===== src/rtl/apb_req_arbiter.sv =====
`default_nettype none
// ============================================================================
// Module  : apb_req_arbiter
// Purpose : Round-robin arbiter and sequencer that shares one APB master
//           bridge between two requesters (port 0 = GPIO client, port 1 =
//           UART client).  It captures one request, drives the bridge's
//           transfer/address/data/write inputs, watches PSEL/PENABLE/PREADY
//           for completion, and returns rdata/done/err to the owner.  A
//           grant-to-completion timer aborts stalled transfers.
// Ports   : PCLK, PRESET (sync, active-high)
//           reqN_valid/write/addr/wdata   requester inputs (N = 0,1)
//           reqN_gnt/done/rdata/err       requester outputs (all registered)
//           transfer, PADDR_master, PWRITE_master, PWDATA_master -> bridge
//           PSEL, PENABLE, PREADY, PRDATA <- observed APB bus
// Revision: 1.0  initial release
// ============================================================================
module apb_req_arbiter #(
    parameter int ADDR_W      = 4,
    parameter int DATA_W      = 8,
    parameter int TIMEOUT_CYC = 16
) (
    input  logic              PCLK,
    input  logic              PRESET,
    input  logic              req0_valid,
    input  logic              req0_write,
    input  logic [ADDR_W-1:0] req0_addr,
    input  logic [DATA_W-1:0] req0_wdata,
    output logic              req0_gnt,
    output logic              req0_done,
    output logic [DATA_W-1:0] req0_rdata,
    output logic              req0_err,
    input  logic              req1_valid,
    input  logic              req1_write,
    input  logic [ADDR_W-1:0] req1_addr,
    input  logic [DATA_W-1:0] req1_wdata,
    output logic              req1_gnt,
    output logic              req1_done,
    output logic [DATA_W-1:0] req1_rdata,
    output logic              req1_err,
    output logic              transfer,
    output logic [ADDR_W-1:0] PADDR_master,
    output logic              PWRITE_master,
    output logic [DATA_W-1:0] PWDATA_master,
    input  logic              PSEL,
    input  logic              PENABLE,
    input  logic              PREADY,
    input  logic [DATA_W-1:0] PRDATA
);

    localparam logic [1:0] c_IDLE        = 2'd0;
    localparam logic [1:0] c_SETUP_WAIT  = 2'd1;
    localparam logic [1:0] c_ACCESS_WAIT = 2'd2;
    localparam logic [1:0] c_GAP         = 2'd3;

    localparam logic [7:0] c_TIMER_LAST  = 8'(TIMEOUT_CYC - 1);

    logic [1:0]             r_state,      w_state_nxt;
    logic [7:0]             r_timer,      w_timer_nxt;
    logic                   r_last_grant, w_last_grant_nxt;
    logic                   r_owner,      w_owner_nxt;
    logic [1:0]             r_gnt,        w_gnt_nxt;
    logic [1:0]             r_done,       w_done_nxt;
    logic [1:0]             r_err,        w_err_nxt;
    logic [1:0][DATA_W-1:0] r_rdata,      w_rdata_nxt;
    logic                   r_transfer,   w_transfer_nxt;
    logic [ADDR_W-1:0]      r_paddr,      w_paddr_nxt;
    logic                   r_pwrite,     w_pwrite_nxt;
    logic [DATA_W-1:0]      r_pwdata,     w_pwdata_nxt;

    logic w_winner;
    logic w_complete;
    logic w_timeout;

    assign w_complete = PSEL & PENABLE & PREADY;
    assign w_timeout  = (r_timer == c_TIMER_LAST);

    always_comb begin
        w_state_nxt      = r_state;
        w_timer_nxt      = r_timer;
        w_last_grant_nxt = r_last_grant;
        w_owner_nxt      = r_owner;
        w_gnt_nxt        = r_gnt;
        w_done_nxt       = 2'b00;           // done is a single-cycle pulse
        w_err_nxt        = r_err;
        w_rdata_nxt      = r_rdata;
        w_transfer_nxt   = r_transfer;
        w_paddr_nxt      = r_paddr;
        w_pwrite_nxt     = r_pwrite;
        w_pwdata_nxt     = r_pwdata;
        w_winner         = 1'b0;

        case (r_state)
            c_IDLE: begin
                if (req0_valid | req1_valid) begin
                    // On a tie the port that did not win last time goes next.
                    if (req0_valid & req1_valid) w_winner = ~r_last_grant;
                    else                         w_winner = req1_valid;
                    w_paddr_nxt          = w_winner ? req1_addr  : req0_addr;
                    w_pwdata_nxt         = w_winner ? req1_wdata : req0_wdata;
                    w_pwrite_nxt         = w_winner ? req1_write : req0_write;
                    w_gnt_nxt            = 2'b00;
                    w_gnt_nxt[w_winner]  = 1'b1;
                    w_transfer_nxt       = 1'b1;
                    w_last_grant_nxt     = w_winner;
                    w_owner_nxt          = w_winner;
                    w_timer_nxt          = 8'd0;
                    w_state_nxt          = c_SETUP_WAIT;
                end
            end
            c_SETUP_WAIT, c_ACCESS_WAIT: begin
                w_timer_nxt = r_timer + 8'd1;
                if (w_complete) begin
                    // A zero-wait slave may complete while still in SETUP_WAIT.
                    w_done_nxt[r_owner] = 1'b1;
                    w_err_nxt[r_owner]  = 1'b0;
                    if (!r_pwrite) w_rdata_nxt[r_owner] = PRDATA;
                    w_gnt_nxt           = 2'b00;
                    w_transfer_nxt      = 1'b0;
                    w_state_nxt         = c_GAP;
                end else if (w_timeout) begin
                    w_done_nxt[r_owner]  = 1'b1;
                    w_err_nxt[r_owner]   = 1'b1;
                    w_rdata_nxt[r_owner] = '0;
                    w_gnt_nxt            = 2'b00;
                    w_transfer_nxt       = 1'b0;
                    w_state_nxt          = c_GAP;
                end else if ((r_state == c_SETUP_WAIT) && PSEL && PENABLE) begin
                    // Drop transfer before PREADY so the bridge returns to
                    // idle instead of starting a back-to-back setup phase.
                    w_transfer_nxt = 1'b0;
                    w_state_nxt    = c_ACCESS_WAIT;
                end
            end
            c_GAP: begin
                w_state_nxt = c_IDLE;
            end
            default: begin
                w_state_nxt = c_IDLE;
            end
        endcase
    end

    always_ff @(posedge PCLK) begin
        if (PRESET) begin
            r_state      <= c_IDLE;
            r_timer      <= 8'd0;
            r_last_grant <= 1'b1;
            r_owner      <= 1'b0;
            r_gnt        <= 2'b00;
            r_done       <= 2'b00;
            r_err        <= 2'b00;
            r_rdata      <= '0;
            r_transfer   <= 1'b0;
            r_paddr      <= '0;
            r_pwrite     <= 1'b0;
            r_pwdata     <= '0;
        end else begin
            r_state      <= w_state_nxt;
            r_timer      <= w_timer_nxt;
            r_last_grant <= w_last_grant_nxt;
            r_owner      <= w_owner_nxt;
            r_gnt        <= w_gnt_nxt;
            r_done       <= w_done_nxt;
            r_err        <= w_err_nxt;
            r_rdata      <= w_rdata_nxt;
            r_transfer   <= w_transfer_nxt;
            r_paddr      <= w_paddr_nxt;
            r_pwrite     <= w_pwrite_nxt;
            r_pwdata     <= w_pwdata_nxt;
        end
    end

    assign req0_gnt      = r_gnt[0];
    assign req1_gnt      = r_gnt[1];
    assign req0_done     = r_done[0];
    assign req1_done     = r_done[1];
    assign req0_err      = r_err[0];
    assign req1_err      = r_err[1];
    assign req0_rdata    = r_rdata[0];
    assign req1_rdata    = r_rdata[1];
    assign transfer      = r_transfer;
    assign PADDR_master  = r_paddr;
    assign PWRITE_master = r_pwrite;
    assign PWDATA_master = r_pwdata;

endmodule
`default_nettype wire


===== config.mk =====
export PLATFORM = sky130hd
export DESIGN_NAME = apb_req_arbiter
export DESIGN_NICKNAME = d
export VERILOG_FILES = /design/src/rtl/apb_req_arbiter.sv
export SDC_FILE = /design/constraint.sdc
export NUM_CORES = 1
export LEC_CHECK = 0
export ABC_AREA = 1
export BUFFER_PORTS_ARGS = -buffer_cell sky130_fd_sc_hd__buf_2
export CAP_MARGIN = 20
export CORE_ASPECT_RATIO = 2
export CORE_MARGIN = 3
export CORE_UTILIZATION = 35
export CTS_BUF_LIST = sky130_fd_sc_hd__clkbuf_8
export CTS_CLUSTER_SIZE = 20
export DETAILED_ROUTE_END_ITERATION = 12
export PLACE_DENSITY_LB_ADDON = 0.3
export SYNTH_ARGS = -nofsm -noshare
export SYNTH_HDL_FRONTEND = slang
export SYNTH_SLANG_ARGS = --single-unit

===== constraint.sdc =====
create_clock -name PCLK -period 1.66 [get_ports PCLK]
set_clock_uncertainty 0.15 [all_clocks]
set_input_delay 0.249 -clock PCLK [delete_from_list [all_inputs] [get_ports PCLK]]
set_output_delay 0.249 -clock PCLK [all_outputs]
set_load 0.005 [all_outputs]

==> impl_metrics.env <==
export IMPL_tritoncts="yes"
export IMPL_crit_path_max_fanout=8
export IMPL_insertion_delay_ns=0.32
export IMPL_rsz0062_at_grt="yes"
export IMPL_min_path_type="in -> reg"
export IMPL_slew_headroom_pct=71.1
export IMPL_wire_per_inst_um=12.4
export IMPL_peakVddDrop_mv=1.08
export IMPL_path_clk_slew_ns=0.09
export IMPL_core_area_um2=6460
export IMPL_clock_path_buffers=2
export IMPL_initialDrtViolationCount=109
export IMPL_via_count=2532
export IMPL_hold_ws_ns=0.0358
export IMPL_yosysTopAreaCell="dfxtp_1"
export IMPL_place_area_um2=2920
export IMPL_tightest_slew_ns=0.432
export IMPL_hpwl_um=4740
export IMPL_io_buffers=76
export IMPL_yosys_top_cells_count="nand2_1 (87), dfxtp_1 (48), inv_1 (46)"
export IMPL_synth_flop_cell="dfxtp_1"
export IMPL_yosys_top_cells_area="dfxtp_1 (41%), nand2_1 (14%), o21ai_0 (7.4%)"
export IMPL_yosys_register_bits=48
export IMPL_place_gp_congestion=0.808
export IMPL_slew_violations=0
export IMPL_htreeDepth=2
export IMPL_dieArea_um2=7860
export IMPL_post_route_period_util_pct=95.9
export IMPL_setup_viol=0
export IMPL_maxCapViolCount=0
export IMPL_grt_use_total_pct=16.8
export IMPL_startpoint_type="flip-flop"
export IMPL_syn_avg_cell_area_um2=6.83
export IMPL_die_width_um=64.2
export IMPL_yosysMostFrequentCell="nand2_1"
export IMPL_outcome="finished, final reports clean"
export IMPL_p_per_area_nw_per_um2=1290
export IMPL_antenna_found_initial=0
export IMPL_rows=41
export IMPL_final_cell_area_um2=3250
export IMPL_grt_pass1_wl_um=10600
export IMPL_async_flop_share_pct=0
export IMPL_synth_edff_count=0
export IMPL_hold_viol=0
export IMPL_cts_buffers=5
export IMPL_path_class="reg -> reg"
export IMPL_worstPathRequired_ns=1.76
export IMPL_crit_arrival_ns=1.70
export IMPL_area_growth_pct=37.2
export IMPL_clock_sinks=48
export IMPL_yosysSeqAreaShare_pct=40.5
export IMPL_overflow=0
export IMPL_io_pin_count=77
export IMPL_layout_drive_gt1_share_pct=31.3
export IMPL_ys_types=25
export IMPL_finalCriticalPeriod_ns=1.59
export IMPL_grt_pass1_vias=2410
export IMPL_synthCells=347
export IMPL_syn_nets=392
export IMPL_grt_max_degree=27
export IMPL_pre_cts_slack_ns=-0.0397
export IMPL_drtAntennaViolNets=0
export IMPL_cp_end_kind="flip-flop"
export IMPL_nets=488
export IMPL_dieHeight_um=122
export IMPL_fin_ws_ns=0.0683
export IMPL_antenna_cells=0
export IMPL_viasPerCell=4.78
export IMPL_dr_pass1_iters=4
export IMPL_routed_wirelength_um=6580
export IMPL_leakagePower_nw=1.63
export IMPL_drc_errors=0
export IMPL_synth_top_area_share_pct=40.5
export IMPL_ys_warn_count=0
export IMPL_n_fill_cell=678
export IMPL_syn_area_um2=2370
export IMPL_root_buffer="clkbuf_8"
export IMPL_start_util_pct=36.7
export IMPL_max_clock_freq_mhz=628
## state kept, by name (all words and copies together) (netlist names), named ones only
register	count
PWDATA_master	8
r_timer	8
req0_rdata	8
req1_rdata	8
PADDR_master	4
r_done	2
r_gnt	2
r_state	2
PWRITE_master	1
r_last_grant	1
r_owner	1
transfer	1
## path summary, 6_finish.rpt
| kind | cells past startpoint | end | startpoint | slack, ns |
|---|---|---|---|---|
| setup / recovery | 8 | req1_rdata[6] | r_timer[6] | 0.07 |
| hold / removal | 3 | PWDATA_master[5] | req1_wdata[5] | 0.04 |
| setup reg to reg | 8 | req1_rdata[6] | r_timer[6] | 0.07 |
| hold reg to reg | 2 | flip-flop | flip-flop | 0.30 |
## critical path, stage by stage, from the launching register on
cell     delay [ns]
dfxtp_1        0.35
nor2_2         0.18
nand2_1        0.11
o21ai_4        0.15
buf_12         0.15
nand4_4        0.17
nand2_2        0.11
nand2_1        0.05
nor2_1         0.10
## where the power goes
part | total [mW] | internal [mW] | leakage, nW | switching, mW
registers | 1.56 | 1.41 | 0.393 | 0.155
logic | 1.77 | 0.815 | 1.18 | 0.954
clock network | 0.864 | 0.446 | 0.0541 | 0.418
total | 4.20 | 2.67 | 1.63 | 1.53
## layer usage
layer	vias to the layer above	track usage (%)	share of wire, %	wire length [um]
li1	1313	-	-	-
met1	1157	17.2	39	2600
met2	51	31.7	54	3560
met3	11	3.57	4.2	276
met4	0	7.95	2.2	147
met5	-	0	0	0
## repair_timing
item	CTS	global route
hold buffers	0	0
pin swaps	1	8
setup buffers	0	7
endpoints found under the setup margin	24	42
cloned	0	2
hold endpoints to repair	0	0
gates resized for setup	5	28
## placed cells by master, fill, tap and decap left out, types with 2 or more instances in the layout
cell,netlist,layout
dfxtp_2,0,3
nand2_2,0,7
inv_1,46,43
buf_2,2,76
nand4_1,5,5
a31oi_1,13,13
a21oi_1,13,13
nand4_4,2,5
dfxtp_1,48,45
ha_4,0,2
o21ai_4,1,2
nand2_1,87,80
nand3_1,25,23
nand3_4,1,2
ha_1,4,2
clkbuf_8,0,5
inv_2,1,4
buf_4,0,20
buf_6,2,2
nor2_2,0,2
nor2_1,44,42
o21ai_0,35,34
## per-stage QoR
step / utilization (%) / total power [mW] / TNS, ns / cells
after CTS: 47.2 / 3.89 / 0 / 521
after global routing: 50.3 / 4.51 / -0.105 / 530
final: 50.3 / 4.20 / 0 / 530
after detailed placement: 45.2 / 3.00 / -0.241 / 513
after global placement: 45.2 / 2.96 / 0 / 513
after floorplan: - / 2.38 / -0.00823 / 347
## cells by family (layout without fill, tap and decap cells)
kind of cell	after synthesis	after routing	share of synthesized area [%]
AOI/OAI and AO/OA	66	66	15.4
adders and majority gates	4	4	2.11
and+or+nand+nor	168	170	31.3
buffers and inverters	60	155	10.2
xor gates and xnor gates	1	1	0.369
DFF	48	48	40.5
## layout make-up
class                      instances  area, um^2  share of cell area, %
clock inverter                     3        42.5                   1.31
inverter                          47         176                   5.43
tap                               86         108                   3.31
timing repair buffer             100         588                   18.1
sequential                        48         965                   29.7
clock buffer                       5        68.8                   2.12
multi-input combinational        241        1300                   40.1
Note: power is estimated with default switching activity, not from simulation.
